[config.mk]
export PLATFORM = sky130hd
export DESIGN_NAME = vxe_cu_fetch_unit
export DESIGN_NICKNAME = d
export VERILOG_FILES = /design/src/rtl/vxe_cu_fetch_unit.sv
export SDC_FILE = /design/constraint.sdc
export NUM_CORES = 1
export LEC_CHECK = 0
export ABC_AREA = 1
export CAP_MARGIN = 25
export CORE_ASPECT_RATIO = 1.25
export CORE_UTILIZATION = 55
export DETAILED_ROUTE_END_ITERATION = 16
export PLACE_DENSITY_LB_ADDON = 0.08
export SYNTH_ARGS = -nofsm -noshare
export SYNTH_HDL_FRONTEND = slang
export SYNTH_SLANG_ARGS = --single-unit
[constraint.sdc]
create_clock -name clk -period 5.6 [get_ports clk]
set_input_delay 1.4 -clock clk [delete_from_list [all_inputs] [get_ports clk]]
set_output_delay 1.4 -clock clk [all_outputs]
set_load 0.02 [all_outputs]
[src/rtl/vxe_cu_fetch_unit.sv]
// VxE control-unit instruction fetch: streams 64-bit words from a programmed
// address into a small in-order FIFO, with halt/unhalt/stop-drain control.
module vxe_cu_fetch_unit #(
  parameter int FIFO_DEPTH = 4
) (
  input  logic          clk,
  input  logic          nrst,
  input  logic          i_start,
  input  logic [36:0]   i_pgm_addr,
  input  logic          i_halt,
  input  logic          i_unhalt,
  input  logic          i_stop_drain,
  output logic          o_busy,
  output logic          o_flt_fetch,
  output logic [36:0]   o_flt_addr,
  output logic          o_rq_vld,
  output logic [36:0]   o_rq_addr,
  input  logic          i_rq_rdy,
  input  logic          i_rs_vld,
  input  logic          i_rs_err,
  input  logic [63:0]   i_rs_data,
  output logic          o_instr_vld,
  output logic [63:0]   o_instr,
  input  logic          i_instr_rd
);

  localparam int PW = (FIFO_DEPTH > 1) ? $clog2(FIFO_DEPTH) : 1;
  localparam int CW = PW + 1;
  localparam logic [CW:0] DEPTH_C = FIFO_DEPTH[CW:0];

  typedef enum logic [1:0] {IDLE, FETCH, HALT, DRAIN} state_e;

  state_e        state_q, state_d;
  logic          busy_q;
  logic [36:0]   pc_q, pc_d;
  logic [36:0]   rs_pc_q, rs_pc_d;
  logic [CW-1:0] outst_q, outst_d;
  logic [CW-1:0] cnt_q, cnt_d;
  logic [PW-1:0] wr_ptr_q, wr_ptr_d;
  logic [PW-1:0] rd_ptr_q, rd_ptr_d;
  logic          flt_q, flt_d;
  logic [36:0]   flt_addr_q, flt_addr_d;
  logic [63:0]   mem_q [FIFO_DEPTH];

  logic          active;
  logic [CW:0]   credit_sum;
  logic          rq_vld;
  logic          rq_fire;
  logic          rs_fire;
  logic          instr_vld;
  logic          pop;
  logic          stop;
  logic          err;
  logic          push;

  assign active     = (state_q == FETCH) || (state_q == HALT);
  assign credit_sum = {1'b0, outst_q} + {1'b0, cnt_q};
  // Every accepted request owns a FIFO slot, so responses never overflow.
  assign rq_vld     = (state_q == FETCH) && (credit_sum < DEPTH_C);
  assign rq_fire    = rq_vld && i_rq_rdy;
  assign rs_fire    = i_rs_vld && (outst_q != '0);
  assign instr_vld  = active && (cnt_q != '0);
  assign pop        = instr_vld && i_instr_rd;
  assign stop       = i_stop_drain && (state_q != IDLE);
  assign err        = active && rs_fire && i_rs_err && !stop;
  assign push       = active && rs_fire && !i_rs_err && !stop;

  always_comb begin
    state_d    = state_q;
    pc_d       = pc_q;
    rs_pc_d    = rs_pc_q;
    wr_ptr_d   = wr_ptr_q;
    rd_ptr_d   = rd_ptr_q;
    flt_d      = 1'b0;
    flt_addr_d = flt_addr_q;
    outst_d    = outst_q + CW'(rq_fire) - CW'(rs_fire);
    cnt_d      = cnt_q + CW'(push) - CW'(pop);

    if (rq_fire) pc_d = pc_q + 37'd1;
    if (rs_fire) rs_pc_d = rs_pc_q + 37'd1;
    if (push)    wr_ptr_d = wr_ptr_q + PW'(1);
    if (pop)     rd_ptr_d = rd_ptr_q + PW'(1);
    if (err) begin
      flt_d      = 1'b1;
      flt_addr_d = rs_pc_q;
    end

    case (state_q)
      IDLE: begin
        if (i_start) begin
          pc_d    = i_pgm_addr;
          rs_pc_d = i_pgm_addr;
          state_d = FETCH;
        end
      end
      FETCH, HALT: begin
        if (stop || err) begin
          // Flush on entry; with nothing in flight drain completes immediately.
          cnt_d    = '0;
          wr_ptr_d = '0;
          rd_ptr_d = '0;
          state_d  = (outst_d == '0) ? IDLE : DRAIN;
        end else if (i_halt) begin
          state_d = HALT;
        end else if (i_unhalt) begin
          state_d = FETCH;
        end
      end
      DRAIN: begin
        if (outst_d == '0) state_d = IDLE;
      end
      default: state_d = IDLE;
    endcase
  end

  always_ff @(posedge clk or negedge nrst) begin
    if (!nrst) begin
      state_q    <= IDLE;
      busy_q     <= 1'b0;
      pc_q       <= '0;
      rs_pc_q    <= '0;
      outst_q    <= '0;
      cnt_q      <= '0;
      wr_ptr_q   <= '0;
      rd_ptr_q   <= '0;
      flt_q      <= 1'b0;
      flt_addr_q <= '0;
    end else begin
      state_q    <= state_d;
      busy_q     <= (state_d != IDLE);
      pc_q       <= pc_d;
      rs_pc_q    <= rs_pc_d;
      outst_q    <= outst_d;
      cnt_q      <= cnt_d;
      wr_ptr_q   <= wr_ptr_d;
      rd_ptr_q   <= rd_ptr_d;
      flt_q      <= flt_d;
      flt_addr_q <= flt_addr_d;
    end
  end

  // Storage holds data only; validity is tracked entirely by cnt_q.
  always_ff @(posedge clk) begin
    if (push) mem_q[wr_ptr_q] <= i_rs_data;
  end

  assign o_busy      = busy_q;
  assign o_flt_fetch = flt_q;
  assign o_flt_addr  = flt_addr_q;
  assign o_rq_vld    = rq_vld;
  assign o_rq_addr   = pc_q;
  assign o_instr_vld = instr_vld;
  assign o_instr     = instr_vld ? mem_q[rd_ptr_q] : 64'd0;

endmodule
==> results.sh <==
export IMPL_gr_total_overflow=0
export IMPL_ys_ff_latch=381
export IMPL_pwr_share_clk=0.210
export IMPL_hold_viol=0
export IMPL_slowest_delay_ns=0.81
export IMPL_crit_cells=6
export IMPL_crit_buf_inv=2
export IMPL_root_buffer="clkbuf_16"
export IMPL_avgSynthCellArea_um2=9.74
export IMPL_whs_ns=0.507
export IMPL_cpMaxStageDelayCell="buf_4"
export IMPL_ios=253
export IMPL_port_buffer_count=252
export IMPL_p_int_mw=7.34
export IMPL_diodes=0
export IMPL_netlist_area_um2=17500
export IMPL_worstPathMaxFanout=84
export IMPL_avgRoutedWirePerCell_um=18.1
export IMPL_yosys_warnings=0
export IMPL_tns_ns=0
export IMPL_maxSlewViolCount=0
export IMPL_post_cts_resize_count=0
export IMPL_die_y_um=201
export IMPL_ctsHtreeMaxLevel=2
export IMPL_switching_share=0.406
export IMPL_worstSetupPathType="reg2out"
export IMPL_max_freq_mhz=209
export IMPL_finalSetupViolations=0
export IMPL_area_growth_pct=24.5
export IMPL_period_share=0.854
export IMPL_power_density_nw_per_um2=568
export IMPL_die_area_um2=32500
export IMPL_reg2reg_from="outst_q[1]$_DFF_PN0_"
export IMPL_cts_setup_buffers=0
export IMPL_cp_arrival_ns=3.38
export IMPL_r2r_cells=16
export IMPL_worst_path_dominant_cell_family="buffers and inverters"
export IMPL_cts_tree="yes"
export IMPL_insertion_delay_ns=0.53
export IMPL_place_gp_congestion=0.997
export IMPL_switching_power_mw=5.01
export IMPL_clock_skew_ns=0.0153
export IMPL_ir_drop_v=0.000368
export IMPL_initial_core_util=0.562
export IMPL_pwr_share_seq=0.342
export IMPL_core_um2=31100
export IMPL_syn_nets=1923
export IMPL_hp_class="reg2reg"
export IMPL_dpl_hpwl_um=29700
export IMPL_cap_violations=0
export IMPL_nets=2162
export IMPL_grt_antenna_before_repair=2
export IMPL_drive_above_1_share=0.0770
export IMPL_grt_pass1_wl_um=69900
export IMPL_path_common_cell="nor2_1"
export IMPL_finalWirelength_um=44700
export IMPL_ys_types=42
export IMPL_ctsHoldBuffers=0
export IMPL_first_pass_iters=6
export IMPL_synthCells=1795
export IMPL_status="completed"
export IMPL_grt_max_degree=91
export IMPL_maxSlewHeadroom=0.382
export IMPL_min_from="o_flt_addr[5]$_DFFE_PN0P_"
export IMPL_postLayoutCoreUtil=0.700
export IMPL_grt_usage=0.280
export IMPL_hold_path_cell_count=1
export IMPL_rsz0062_at_grt="false"
export IMPL_worstSetupEndpointType="primary output"
export IMPL_clock_sinks=381
export IMPL_yosysSeqAreaShare=0.619
export IMPL_first_iter_violations=1060
export IMPL_finalPower_mw=12.4
export IMPL_clk_pin_slew_ns=0.06
export IMPL_ant_nets=0
export IMPL_worst_pin_slew_ns=0.927
export IMPL_grt_pass1_vias=13400
export IMPL_clk_path_buf_depth=3
export IMPL_vias=13200
export IMPL_numCtsBuffers=39
export IMPL_die_w_um=161
export IMPL_viasPerCell=5.36
export IMPL_p_comb_frac=0.448
export IMPL_critPathLaunch="rd_ptr_q[0]$_DFF_PN0_"
export IMPL_start_kind="flip-flop"
export IMPL_path_cells="buf_4 > nor2_1 > nor2_1 > o21ai_0 > a21oi_1 > clkdlybuf4s50_1"
export IMPL_fin_crit_ns=4.78
export IMPL_cp_required_ns=4.20
export IMPL_p_leak_nw=8.49
export IMPL_num_rows=72
export IMPL_drc_errors=0
area by class of cell:
type	instances	area [um2]
Clock inverter	27	277
Timing Repair Buffer	270	2730
Inverter	142	533
Clock buffer	44	1020
Sequential cell	381	10800
Tap cell	407	509
Multi-Input combinational cell	1200	5880
Fill cell	2350	9320
per-stage QoR:
step | cell area (um2) | cells | setup slack, ns
finish | 21800 | 2471 | 0.816
global route | 21800 | 2471 | 0.575
CTS | 21800 | 2471 | 0.794
detailed placement | 20500 | 2400 | 1.11
global placement | 20400 | 2399 | 1.19
floorplan | 17500 | 1795 | 0.560
synth_stat cells:
cell type | n | share of area
nor2_1 | 423 | 0.091
nand2_1 | 293 | 0.063
edfxtp_1 | 256 | 0.44
o21ai_0 | 142 | 0.041
inv_1 | 136 | 0.029
dfrtp_1 | 125 | 0.18
a21oi_1 | 98 | 0.028
nand3_1 | 56 | 0.016
xor2_1 | 48 | 0.024
clkbuf_1 | 31 | 0.0067
mux2_2 | 26 | 0.017
buf_2 | 23 | 0.0066
ha_1 | 15 | 0.011
or2_2 | 15 | 0.0054
buf_1 | 14 | 0.0030
o21ai_1 | 12 | 0.0034
nand4_1 | 10 | 0.0036
nor2_4 | 9 | 0.0058
xnor2_1 | 9 | 0.0045
inv_2 | 5 | 0.0011
nand2_2 | 5 | 0.0018
a21oi_2 | 4 | 0.0020
buf_4 | 4 | 0.0017
nand3b_1 | 4 | 0.0017
nor2_2 | 4 | 0.0014
nor3_1 | 4 | 0.0011
o21bai_1 | 4 | 0.0017
nand3_2 | 3 | 0.0017
nor4_1 | 3 | 0.0011
fa_1 | 2 | 0.0023
a211oi_1 | 1 | 0.00043
a21boi_0 | 1 | 0.00043
a31o_2 | 1 | 0.00050
a31oi_1 | 1 | 0.00036
and3_1 | 1 | 0.00036
clkinv_1 | 1 | 0.00021
nand2_4 | 1 | 0.00064
nand4_2 | 1 | 0.00072
nor3_2 | 1 | 0.00057
o211ai_1 | 1 | 0.00043
o22ai_1 | 1 | 0.00036
o31ai_1 | 1 | 0.00043
power by group through the flow:
stage	logic [mW]	registers (mW)	clock network, mW
detailed placement	5.53	4.26	0
finish	5.53	4.22	2.60
floorplan	3.07	4.37	0
CTS	5.57	4.21	2.63
global route	6.08	4.29	2.74
global placement	5.45	4.25	0
cells in the final DEF, fill, tap and decap left out, types with 2 or more instances in the layout:
cell and count:
or2_2 15, clkinvlp_4 3, nand3_2 3, clkbuf_16 40, nand3b_1 4, a21oi_2 3
nor2_2 4, bufinv_16 5, o21ai_1 12, xor2_1 48, nor3_1 4, inv_2 5
xnor2_1 9, buf_4 13, inv_1 136, nand3_1 56, edfxtp_1 256, o21ai_0 142
dfrtp_1 123, clkbuf_1 4, clkdlybuf4s50_1 251, clkinv_2 5, ha_1 15, nand2_1 292
buf_12 6, nand2_2 5, nand2_4 2, nor2_1 419, clkinv_1 11, fa_1 2
a21oi_1 98, nor2_4 13, o21bai_1 4, mux2_2 26, nand4_1 10, nor4_1 3
cell families (layout without fill, tap and decap cells):
group	after synthesis	in the layout	share of synthesized area
AND/OR/NAND/NOR	833	833	0.196
buffers and inverters	214	483	0.0485
XOR/XNOR	57	57	0.0286
adder cells (fa/ha/maj)	17	17	0.0130
flip-flops	381	381	0.619
AO/OA/AOI/OAI	267	267	0.0788
multiplexers	26	26	0.0167
per-layer routing:
metal / global-route usage / vias up / routed length, um
met1: 0.318 / 6312 / 16800
li1: - / 6384 / -
met4: 0.145 / 2 / 2160
met3: 0.0579 / 128 / 2760
met5: 0 / - / 12
met2: 0.496 / 420 / 22900
sequential cells by signal, summed over array words and instances, names as in the netlist:
register	flops
mem_q	256
o_flt_addr	37
o_rq_addr	37
rs_pc_q	37
cnt_q	3
outst_q	3
rd_ptr_q	2
state_q	2
wr_ptr_q	2
o_busy	1
o_flt_fetch	1
worst paths after layout:
check	to	slack, ns
worst max-delay path	o_instr[23]	0.82
worst min-delay path	o_flt_addr[5]$_DFFE_PN0P_	0.51
worst max register to register	o_busy$_DFF_PN0_	2.34
worst min register to register	o_flt_addr[5]$_DFFE_PN0P_	0.51
max in group asynchronous	o_rq_addr[18]$_DFF_PN0_	3.63
min in group asynchronous	o_rq_addr[7]$_DFF_PN0_	0.94
Power figures use the tool's default switching activity.
